[config.mk]
export PLATFORM = sky130hd
export DESIGN_NAME = load_store_unit
export DESIGN_NICKNAME = d
export VERILOG_FILES = /design/src/rtl/load_store_unit.sv
export SDC_FILE = /design/constraint.sdc
export NUM_CORES = 1
export LEC_CHECK = 0
export CORE_MARGIN = 5
export CORE_UTILIZATION = 46
export CTS_CLUSTER_DIAMETER = 80
export DETAILED_ROUTE_END_ITERATION = 7
export GPL_TIMING_DRIVEN = 0
export HOLD_SLACK_MARGIN = 0.08
export PLACE_DENSITY = 0.79
export SLEW_MARGIN = 20
export SYNTH_ARGS = -nofsm -noshare
export SYNTH_HDL_FRONTEND = slang
export SYNTH_SLANG_ARGS = --single-unit
[constraint.sdc]
create_clock -name clk -period 5.4 [get_ports clk]
set_input_delay 1.08 -clock clk [delete_from_list [all_inputs] [get_ports clk]]
set_output_delay 1.08 -clock clk [all_outputs]
set_load 0.01 [all_outputs]
[src/rtl/load_store_unit.sv]
// load_store_unit: RV32I load/store unit with byte-serial handling of misaligned stores
// and two-read assembly of word-crossing loads. Rev 1.0
`default_nettype none

module load_store_unit #(
  parameter int DEPTH = 128
) (
  input  logic                        clk,
  input  logic                        rst,
  input  logic                        req_valid,
  output logic                        req_ready,
  input  logic                        req_we,
  input  logic [2:0]                  req_funct3,
  input  logic [31:0]                 req_addr,
  input  logic [31:0]                 req_wdata,
  output logic                        resp_valid,
  output logic [31:0]                 resp_rdata,
  output logic                        resp_err,
  output logic [$clog2(DEPTH)-1:0]    mem_rd_addr,
  input  logic [31:0]                 mem_rd_data,
  output logic [$clog2(DEPTH)-1:0]    mem_wr_addr,
  output logic [31:0]                 mem_wr_data,
  output logic                        mem_we,
  output logic [2:0]                  mem_wr_strb
);

  localparam int ADDR_W = $clog2(DEPTH);

  typedef enum logic [2:0] {
    IDLE = 3'd0,
    WR   = 3'd1,
    WRB  = 3'd2,
    RD0  = 3'd3,
    RD1  = 3'd4,
    RESP = 3'd5
  } state_t;

  state_t              r_state;
  logic [2:0]          r_f3;
  logic [ADDR_W+1:0]   r_addr_lo;
  logic [31:0]         r_wdata;
  logic [2:0]          r_n;
  logic [1:0]          r_cnt;
  logic [31:0]         r_lo;
  logic                r_mem_we;
  logic [2:0]          r_mem_wr_strb;
  logic [ADDR_W-1:0]   r_mem_wr_addr;
  logic [31:0]         r_mem_wr_data;
  logic [ADDR_W-1:0]   r_mem_rd_addr;
  logic                r_resp_valid;
  logic                r_resp_err;
  logic [31:0]         r_resp_rdata;

  // Request decode, used only on the accept edge.
  logic [2:0]          w_n;
  logic [1:0]          w_off;
  logic                w_legal;
  logic                w_cross;
  logic                w_oob;
  logic                w_err;
  logic                w_st_align;
  logic [2:0]          w_al_strb;
  logic [31:0]         w_al_data;

  assign w_n     = req_funct3[1] ? 3'd4 : (req_funct3[0] ? 3'd2 : 3'd1);
  assign w_off   = req_addr[1:0];
  assign w_legal = req_we ? (req_funct3 inside {3'b000, 3'b001, 3'b010})
                          : (req_funct3 inside {3'b000, 3'b001, 3'b010, 3'b100, 3'b101});
  assign w_cross = (({1'b0, w_off} + w_n) > 3'd4);
  // The last byte leaves memory only when the access spills past the top word.
  assign w_oob   = (req_addr[31:ADDR_W+2] != '0) || ((&req_addr[ADDR_W+1:2]) && w_cross);
  assign w_err   = !w_legal || w_oob;
  assign w_st_align = (w_n == 3'd1) || ((w_n == 3'd2) && !w_off[0]) ||
                      ((w_n == 3'd4) && (w_off == 2'b00));

  always_comb begin
    w_al_strb = {1'b1, w_off};
    w_al_data = {24'b0, req_wdata[7:0]};
    if (w_n == 3'd4) begin
      w_al_strb = 3'b000;
      w_al_data = req_wdata;
    end else if (w_n == 3'd2) begin
      w_al_strb = w_off[1] ? 3'b011 : 3'b001;
      w_al_data = {16'b0, req_wdata[15:0]};
    end
  end

  // Byte-serial writer: byte 0 comes straight from the request, later bytes from registers.
  logic                w_is_idle;
  logic [1:0]          w_idx;
  logic [ADDR_W+1:0]   w_src_lo;
  logic [31:0]         w_src_wd;
  logic [ADDR_W+1:0]   w_ba;
  logic [7:0]          w_byte;

  assign w_is_idle = (r_state == IDLE);
  assign w_idx     = w_is_idle ? 2'd0 : (r_cnt + 2'd1);
  assign w_src_lo  = w_is_idle ? req_addr[ADDR_W+1:0] : r_addr_lo;
  assign w_src_wd  = w_is_idle ? req_wdata : r_wdata;
  assign w_ba      = w_src_lo + (ADDR_W+2)'(w_idx);
  assign w_byte    = 8'(w_src_wd >> {w_idx, 3'b000});

  // Load assembly: a crossing load sees {word w+1, word w} as one little-endian pair.
  logic [1:0]          w_r_off;
  logic                w_r_cross;
  logic [63:0]         w_pair;
  logic [31:0]         w_raw;
  logic [31:0]         w_ext;

  assign w_r_off   = r_addr_lo[1:0];
  assign w_r_cross = (({1'b0, w_r_off} + r_n) > 3'd4);
  assign w_pair    = (r_state == RD1) ? {mem_rd_data, r_lo} : {32'b0, mem_rd_data};
  assign w_raw     = 32'(w_pair >> {w_r_off, 3'b000});

  always_comb begin
    w_ext = w_raw;
    case (r_f3)
      3'b000:  w_ext = {{24{w_raw[7]}}, w_raw[7:0]};
      3'b001:  w_ext = {{16{w_raw[15]}}, w_raw[15:0]};
      3'b100:  w_ext = {24'b0, w_raw[7:0]};
      3'b101:  w_ext = {16'b0, w_raw[15:0]};
      default: w_ext = w_raw;
    endcase
  end

  always_ff @(posedge clk or posedge rst) begin
    if (rst) begin
      r_state       <= IDLE;
      r_f3          <= '0;
      r_addr_lo     <= '0;
      r_wdata       <= '0;
      r_n           <= '0;
      r_cnt         <= '0;
      r_lo          <= '0;
      r_mem_we      <= 1'b0;
      r_mem_wr_strb <= '0;
      r_mem_wr_addr <= '0;
      r_mem_wr_data <= '0;
      r_mem_rd_addr <= '0;
      r_resp_valid  <= 1'b0;
      r_resp_err    <= 1'b0;
      r_resp_rdata  <= '0;
    end else begin
      r_mem_we      <= 1'b0;
      r_mem_wr_strb <= '0;
      r_mem_wr_addr <= '0;
      r_mem_wr_data <= '0;
      r_mem_rd_addr <= '0;
      r_resp_valid  <= 1'b0;
      r_resp_err    <= 1'b0;
      r_resp_rdata  <= '0;
      case (r_state)
        IDLE: begin
          if (req_valid) begin
            r_f3      <= req_funct3;
            r_addr_lo <= req_addr[ADDR_W+1:0];
            r_wdata   <= req_wdata;
            r_n       <= w_n;
            r_cnt     <= '0;
            if (w_err) begin
              r_state      <= RESP;
              r_resp_valid <= 1'b1;
              r_resp_err   <= 1'b1;
            end else if (req_we && w_st_align) begin
              r_state       <= WR;
              r_mem_we      <= 1'b1;
              r_mem_wr_addr <= req_addr[ADDR_W+1:2];
              r_mem_wr_strb <= w_al_strb;
              r_mem_wr_data <= w_al_data;
            end else if (req_we) begin
              r_state       <= WRB;
              r_mem_we      <= 1'b1;
              r_mem_wr_addr <= w_ba[ADDR_W+1:2];
              r_mem_wr_strb <= {1'b1, w_ba[1:0]};
              r_mem_wr_data <= {24'b0, w_byte};
            end else begin
              r_state       <= RD0;
              r_mem_rd_addr <= req_addr[ADDR_W+1:2];
            end
          end
        end
        WR: begin
          r_state      <= RESP;
          r_resp_valid <= 1'b1;
        end
        WRB: begin
          if ({1'b0, r_cnt} == (r_n - 3'd1)) begin
            r_state      <= RESP;
            r_resp_valid <= 1'b1;
          end else begin
            r_cnt         <= r_cnt + 2'd1;
            r_mem_we      <= 1'b1;
            r_mem_wr_addr <= w_ba[ADDR_W+1:2];
            r_mem_wr_strb <= {1'b1, w_ba[1:0]};
            r_mem_wr_data <= {24'b0, w_byte};
          end
        end
        RD0: begin
          if (w_r_cross) begin
            r_state       <= RD1;
            r_lo          <= mem_rd_data;
            r_mem_rd_addr <= r_addr_lo[ADDR_W+1:2] + ADDR_W'(1);
          end else begin
            r_state      <= RESP;
            r_resp_valid <= 1'b1;
            r_resp_rdata <= w_ext;
          end
        end
        RD1: begin
          r_state      <= RESP;
          r_resp_valid <= 1'b1;
          r_resp_rdata <= w_ext;
        end
        RESP:    r_state <= IDLE;
        default: r_state <= IDLE;
      endcase
    end
  end

  assign req_ready   = (r_state == IDLE);
  assign resp_valid  = r_resp_valid;
  assign resp_err    = r_resp_err;
  assign resp_rdata  = r_resp_rdata;
  assign mem_rd_addr = r_mem_rd_addr;
  assign mem_wr_addr = r_mem_wr_addr;
  assign mem_wr_data = r_mem_wr_data;
  assign mem_we      = r_mem_we;
  assign mem_wr_strb = r_mem_wr_strb;

endmodule

`default_nettype wire

# ---- Word level (Yosys, flattened, before mapping)
# Cells that the tools add are included.
# Widths: inputs -> output; s select.
dict set report totals {
  register_bits 168
}
dict set report classes {
  add_sub_neg 6
  order_cmp 2
  eq_ne 18
  n_shift 2
  muxes 61
  reduce_logical 24
}
# cell n
set ops {}
lappend ops {{$mux 32} 6}
lappend ops {{$pmux 32 s2} 2}
lappend ops {{$pmux 32 s4} 1}
lappend ops {{$mux 7} 10}
lappend ops {{$mux 64} 1}
lappend ops {{$shr 64x5->32} 1}
lappend ops {{$mux 3} 11}
lappend ops {{$shr 32x5->8} 1}
lappend ops {{$pmux 7 s2} 2}
lappend ops {{$reduce_bool 23->1} 1}
lappend ops {{$eq 3x3->1 const B} 6}
lappend ops {{$mux 16} 1}
lappend ops {{$mux 8} 2}
lappend ops {{$mux 1} 13}
lappend ops {{$eq 3x1->1 const B} 4}
lappend ops {{$eq 3x2->1 const B} 4}
lappend ops {{$mux 2} 6}
lappend ops {{$pmux 3 s4} 1}
lappend ops {{$add 9x2->9} 1}
lappend ops {{$logic_not 3->1} 3}
lappend ops {{$mux 9} 1}
lappend ops {{$add 7x1->7 const B} 1}
lappend ops {{$reduce_and 7->1} 1}
lappend ops {{$add 2x3->3} 2}
lappend ops {{other kinds (19)} 31}

# ---- Longest topological paths before layout
dict set report depth {
  depth_word 11
  mapped_depth 13
  depth_no_buf 12
}

# ---- Worst setup path after synthesis
# Ideal clock, no wire load.
dict set report synth_timing {
  kind {input port to flip-flop}
  start {in req_funct3[1]}
  end {reg r_mem_wr_data[17] (netlist: mem_wr_data[17])}
  t_arrival_ns 3.483
  setup_slack_ns 1.851
  cell_stages 12
  cell_sequence {clkbuf_1 > clkbuf_1 > nor2_1 > ha_1 > inv_1 > fa_1 > inv_1 > o2111ai_1 > o2111ai_1 > nor3_1 > clkbuf_1 > and2_1}
}
dict set report synth_via {
  elab_chain_cells 10
  elab_cells_between_ends 28
  cone_classes {1 x add/sub; 1 x order compare; 7 x eq/ne; 7 x mux; 12 x reduce/logical}
}
# item line_no
set synth_lines {}
lappend synth_lines {{from (decl)} 13} ;# input logic [2:0] req_funct3,
lappend synth_lines {{$mux 3 *} 65} ;# assign w_n = req_funct3[1] ? 3'd4 : (req_funct3[0] ? 3'd2 : 3'd1);
lappend synth_lines {{named net w_n[0]} 55} ;# logic [2:0] w_n;
lappend synth_lines {{parallel branches: the longest is 6 deep, another holds $add 2x3->3} -}
lappend synth_lines {{$mux 32 *} 160} ;# if (w_err) begin
lappend synth_lines {{$mux 32 *} 154} ;# if (req_valid) begin
lappend synth_lines {{$pmux 32 s2 *} 152} ;# case (r_state)
lappend synth_lines {{to (signal assigned)} 169} ;# r_mem_wr_data <= w_al_data;
lappend synth_lines {{to (signal assigned)} 175} ;# r_mem_wr_data <= {24'b0, w_byte};
lappend synth_lines {{to (signal assigned)} 195} ;# r_mem_wr_data <= {24'b0, w_byte};
lappend synth_lines {{to (decl)} 48} ;# logic [31:0] r_mem_wr_data;
# Mark *: on every way through the listed nets, which the timed path passes.
# A chain may end at the register's enable or synchronous reset.

# ---- Worst setup path after layout
dict set report layout_timing {
  start {in req_funct3[0]}
  end {reg r_mem_wr_data[25] (netlist: mem_wr_data[25])}
}
dict set report layout_via {
  elab_chain_cells 11
  elab_cells_between_ends 29
  cone_classes {1 x add/sub; 1 x order compare; 7 x eq/ne; 8 x mux; 12 x reduce/logical}
}
# item line_no
set layout_lines {}
lappend layout_lines {{$mux 2 *} 65}
lappend layout_lines {{$mux 3 *} 65}
lappend layout_lines {{named net w_n[0]} 55}
lappend layout_lines {{parallel branches: the longest is 6 deep, another holds $add 2x3->3} -}
lappend layout_lines {{$mux 32 *} 160}
lappend layout_lines {{$mux 32 *} 154}
lappend layout_lines {{$pmux 32 s2 *} 152}
# Marks and branches as above.

==> run summary <==
RSZ-0062 raised after global routing - no
Max Fclk - 232.5 MHz
synthesized instance count - 719
layout cells sized above 1 - 15.80%
DR WL/cell - 21.39 microns
Final Max Slew Viols - 0
flops & latches, synth - 167
clk slew on worst S/H paths - 0.07 ns
final setup fails - 0
Max Buffers Root-to-Sink - 2
Post-DRT Antenna Nets - 0
die height - 145.0 microns
Crit. End Element - flop
total number of vias - 6765
CTS Buf Count - 17
Die ar. - 21040 sq um
area post-placement - 10680 sq um
WL met1 - 10.78 mm
initial antenna violation count - 0
cts hold-fix bufs - 0
Yosys top cell area share - 49.82%
syn_area_per_cell - 11.67 sq um
Req. time, crit path - 5.77 ns
routability cong. - 0.9277
PwrDens - 437.8 nW/um^2
HP Start - r_wdata[26]
Skew-Pair Late Insertion Delay - 0.44 ns
fin util - 62.78%
number of iterations in the first detailed-routing pass - 5
area leader, netlist - dfrtp_1
initial drt markers - 583
number of enable flip-flop cells after synthesis - 0
MaxCap Viol Count - 0
FF-to-FF Start - r_addr_lo[0]
Slew @ Worst Pin - 0.9883 ns
first-pass GRT wire length - 39.69 mm
FF-to-FF End - mem_wr_addr[4]
PortBufs - 186
sequential share of the synthesized area - 49.82%
routed vias/inst - 5.772
routed wl met3 - 1.924 mm
WL met2 - 11.92 mm
Startpoint Class - primary input
Synth warnings - 0
drt drc - 0
Layout Area Growth over Synthesis - 34.44%
cells taking the most area after synthesis - dfrtp_1 (50%), mux2_2 (10%), mux2i_1 (6.0%), mux4_2 (4.0%), o21ai_0 (2.6%)
P_leak - 4.808 nW
cells on worst reg2reg path - 13
setup_tns - 0 ns
Worst Hold Path EP - r_wdata[26]
CTS tree - done
period utilisation layout - 79.65%
skew final - 0.01136 ns
Final Instance Area - 11280 sq um
Slew headroom - 33.61%
Hold Crit Class - reg2reg
peak supply drop - 0.0002616 V
CP Max Fanout - 10
largest net degree at the start of global routing - 36
ys async rst share - 100.0%
crit path kind - in2reg
status - finished, final reports clean
GR Overflow Total - 0
Die W - 145.0 microns
Antenna Cells - 0
initial core utilization - 46.69%
Total Routing Usage GR - 23.67%
standard-cell rows - 49
Placeable Area - 17960 sq um
postcts setup bufs - 0
hpwl dp - 19.20 mm
vias in the first global route - 6895
hold depth - 1
synthesized cell area - 8388 sq um
Overall Power - 0.004938 W
final wirelength - 25.06 mm
Most used DFF post-synth - dfrtp_1
Reg2Reg Setup Slack - 1.59 ns
H-tree Lvls - 4
Resize count post-CTS - 0
Net Count, Synth - 831
Worst Path Arrival - 4.67 ns
Final nets - 1042
min cycle time layout - 4.301 ns
Yosys cell types - 61
clk root buf - clkbuf_16
# IOs - 188
clock net sink count - 167
Top Metal Used - met4
endpoints failing hold - 0
[cell usage after synthesis (3+ instances only)]
cell and n:
mux2i_1 50, a211o_1 8, a211oi_1 15, nand2_1 33, xnor2_1 10, inv_1 19, a22oi_1 5, mux4_2 15
nor4_1 5, dfrtp_1 167, o211ai_1 5, clkbuf_1 37, buf_1 6, and3_1 5, and2_1 24, o21ai_0 44
nor2_1 23, mux2_2 78, nand2b_1 9, a21o_1 3, xor2_1 9, nor2b_1 10, ha_1 6, o22ai_1 4
nand3_1 22, a311oi_1 6, fa_1 3, a21oi_1 26, nand4_1 5, a22o_1 15, buf_2 5, nor3_1 7
[cells by family after synthesis]
group,after synthesis,share of synthesized area [%]
multiplexers,143,20.47
buffers and inverters,72,3.669
AND/OR/NAND/NOR,158,10.10
adder cells (fa/ha/maj),9,1.611
flip-flops,167,49.82
AO/OA/AOI/OAI,151,12.35
XOR/XNOR,19,1.984
[per-layer routing]
layer,up-vias,global-route usage (%)
li1,3061,-
met1,3388,32.66
met2,282,37.71
met3,34,5.613
met4,0,6.497
met5,-,0
[stage by stage]
stage	setup WS [ns]	hold slack, ns	std cells
after floorplan	1.851	0.4739	719
after global placement	0.8205	0.4814	1134
after detailed placement	0.7269	0.4892	1140
after CTS	1.180	0.5055	1172
after global routing	0.9271	0.5168	1172
final	1.099	0.5034	1172
[worst max-delay path, stage by stage]
cell	delay, ns
clkdlybuf4s50_1	0.57
nor2_1	0.36
ha_1	0.22
inv_1	0.05
fa_1	0.48
inv_1	0.05
o2111ai_1	0.33
o2111ai_1	0.35
nor3_1	0.55
clkbuf_1	0.44
and2_1	0.20
[sequential cells by signal, summed over array words and instances, names as in the netlist]
signal / count
mem_wr_strb: 3
r_lo: 32
resp_rdata: 32
mem_rd_addr: 7
mem_wr_addr: 7
mem_wr_data: 32
r_state: 3
r_addr_lo: 9
mem_we: 1
r_cnt: 2
r_n: 2
r_wdata: 32
resp_err: 1
resp_valid: 1
r_f3: 3
[how the worst max path moves through the flow]
stage	start	endpoint	slack, ns
6_report	req_funct3[0]	mem_wr_data[25]	1.10
3_5_place_dp	req_funct3[0]	mem_wr_data[25]	0.73
3_3_place_gp	req_funct3[0]	mem_wr_data[27]	0.82
2_1_floorplan	req_funct3[1]	mem_wr_data[17]	1.85
5_1_grt	req_funct3[0]	mem_wr_data[22]	0.93
4_1_cts	req_funct3[0]	mem_wr_data[25]	1.18
[final cells by class]
| type | instances | area, sq um |
|---|---|---|
| clock buffers | 17 | 425.4 |
| flip-flops and latches | 167 | 4179 |
| inverters | 20 | 78.83 |
| plain buffers | 52 | 232.7 |
| clock inverters | 15 | 176.4 |
| fillers | 1406 | 6686 |
| well taps | 229 | 286.5 |
| repair buffers | 192 | 1997 |
| multi-input cells | 480 | 3901 |
[where the power goes]
part / switching (W) / internal [W] / leakage [nW] / total, W
logic: 0.00113 / 0.000928 / 2.29 / 0.00206
registers: 0.000154 / 0.00151 / 2.23 / 0.00166
clock network: 0.000591 / 0.000628 / 0.292 / 0.00122
total: 0.00187 / 0.00306 / 4.81 / 0.00494
[cells in the final DEF, fill, tap and decap left out, types with 23 or more instances in the layout]
cell / Yosys / final
a21oi_1: 26 / 26
and2_1: 24 / 24
clkbuf_1: 37 / 37
clkdlybuf4s50_1: 0 / 186
dfrtp_1: 167 / 167
mux2_2: 78 / 78
mux2i_1: 50 / 50
nand2_1: 33 / 33
nor2_1: 23 / 23
o21ai_0: 44 / 44
No activity file was read; power rests on OpenSTA's default activity.
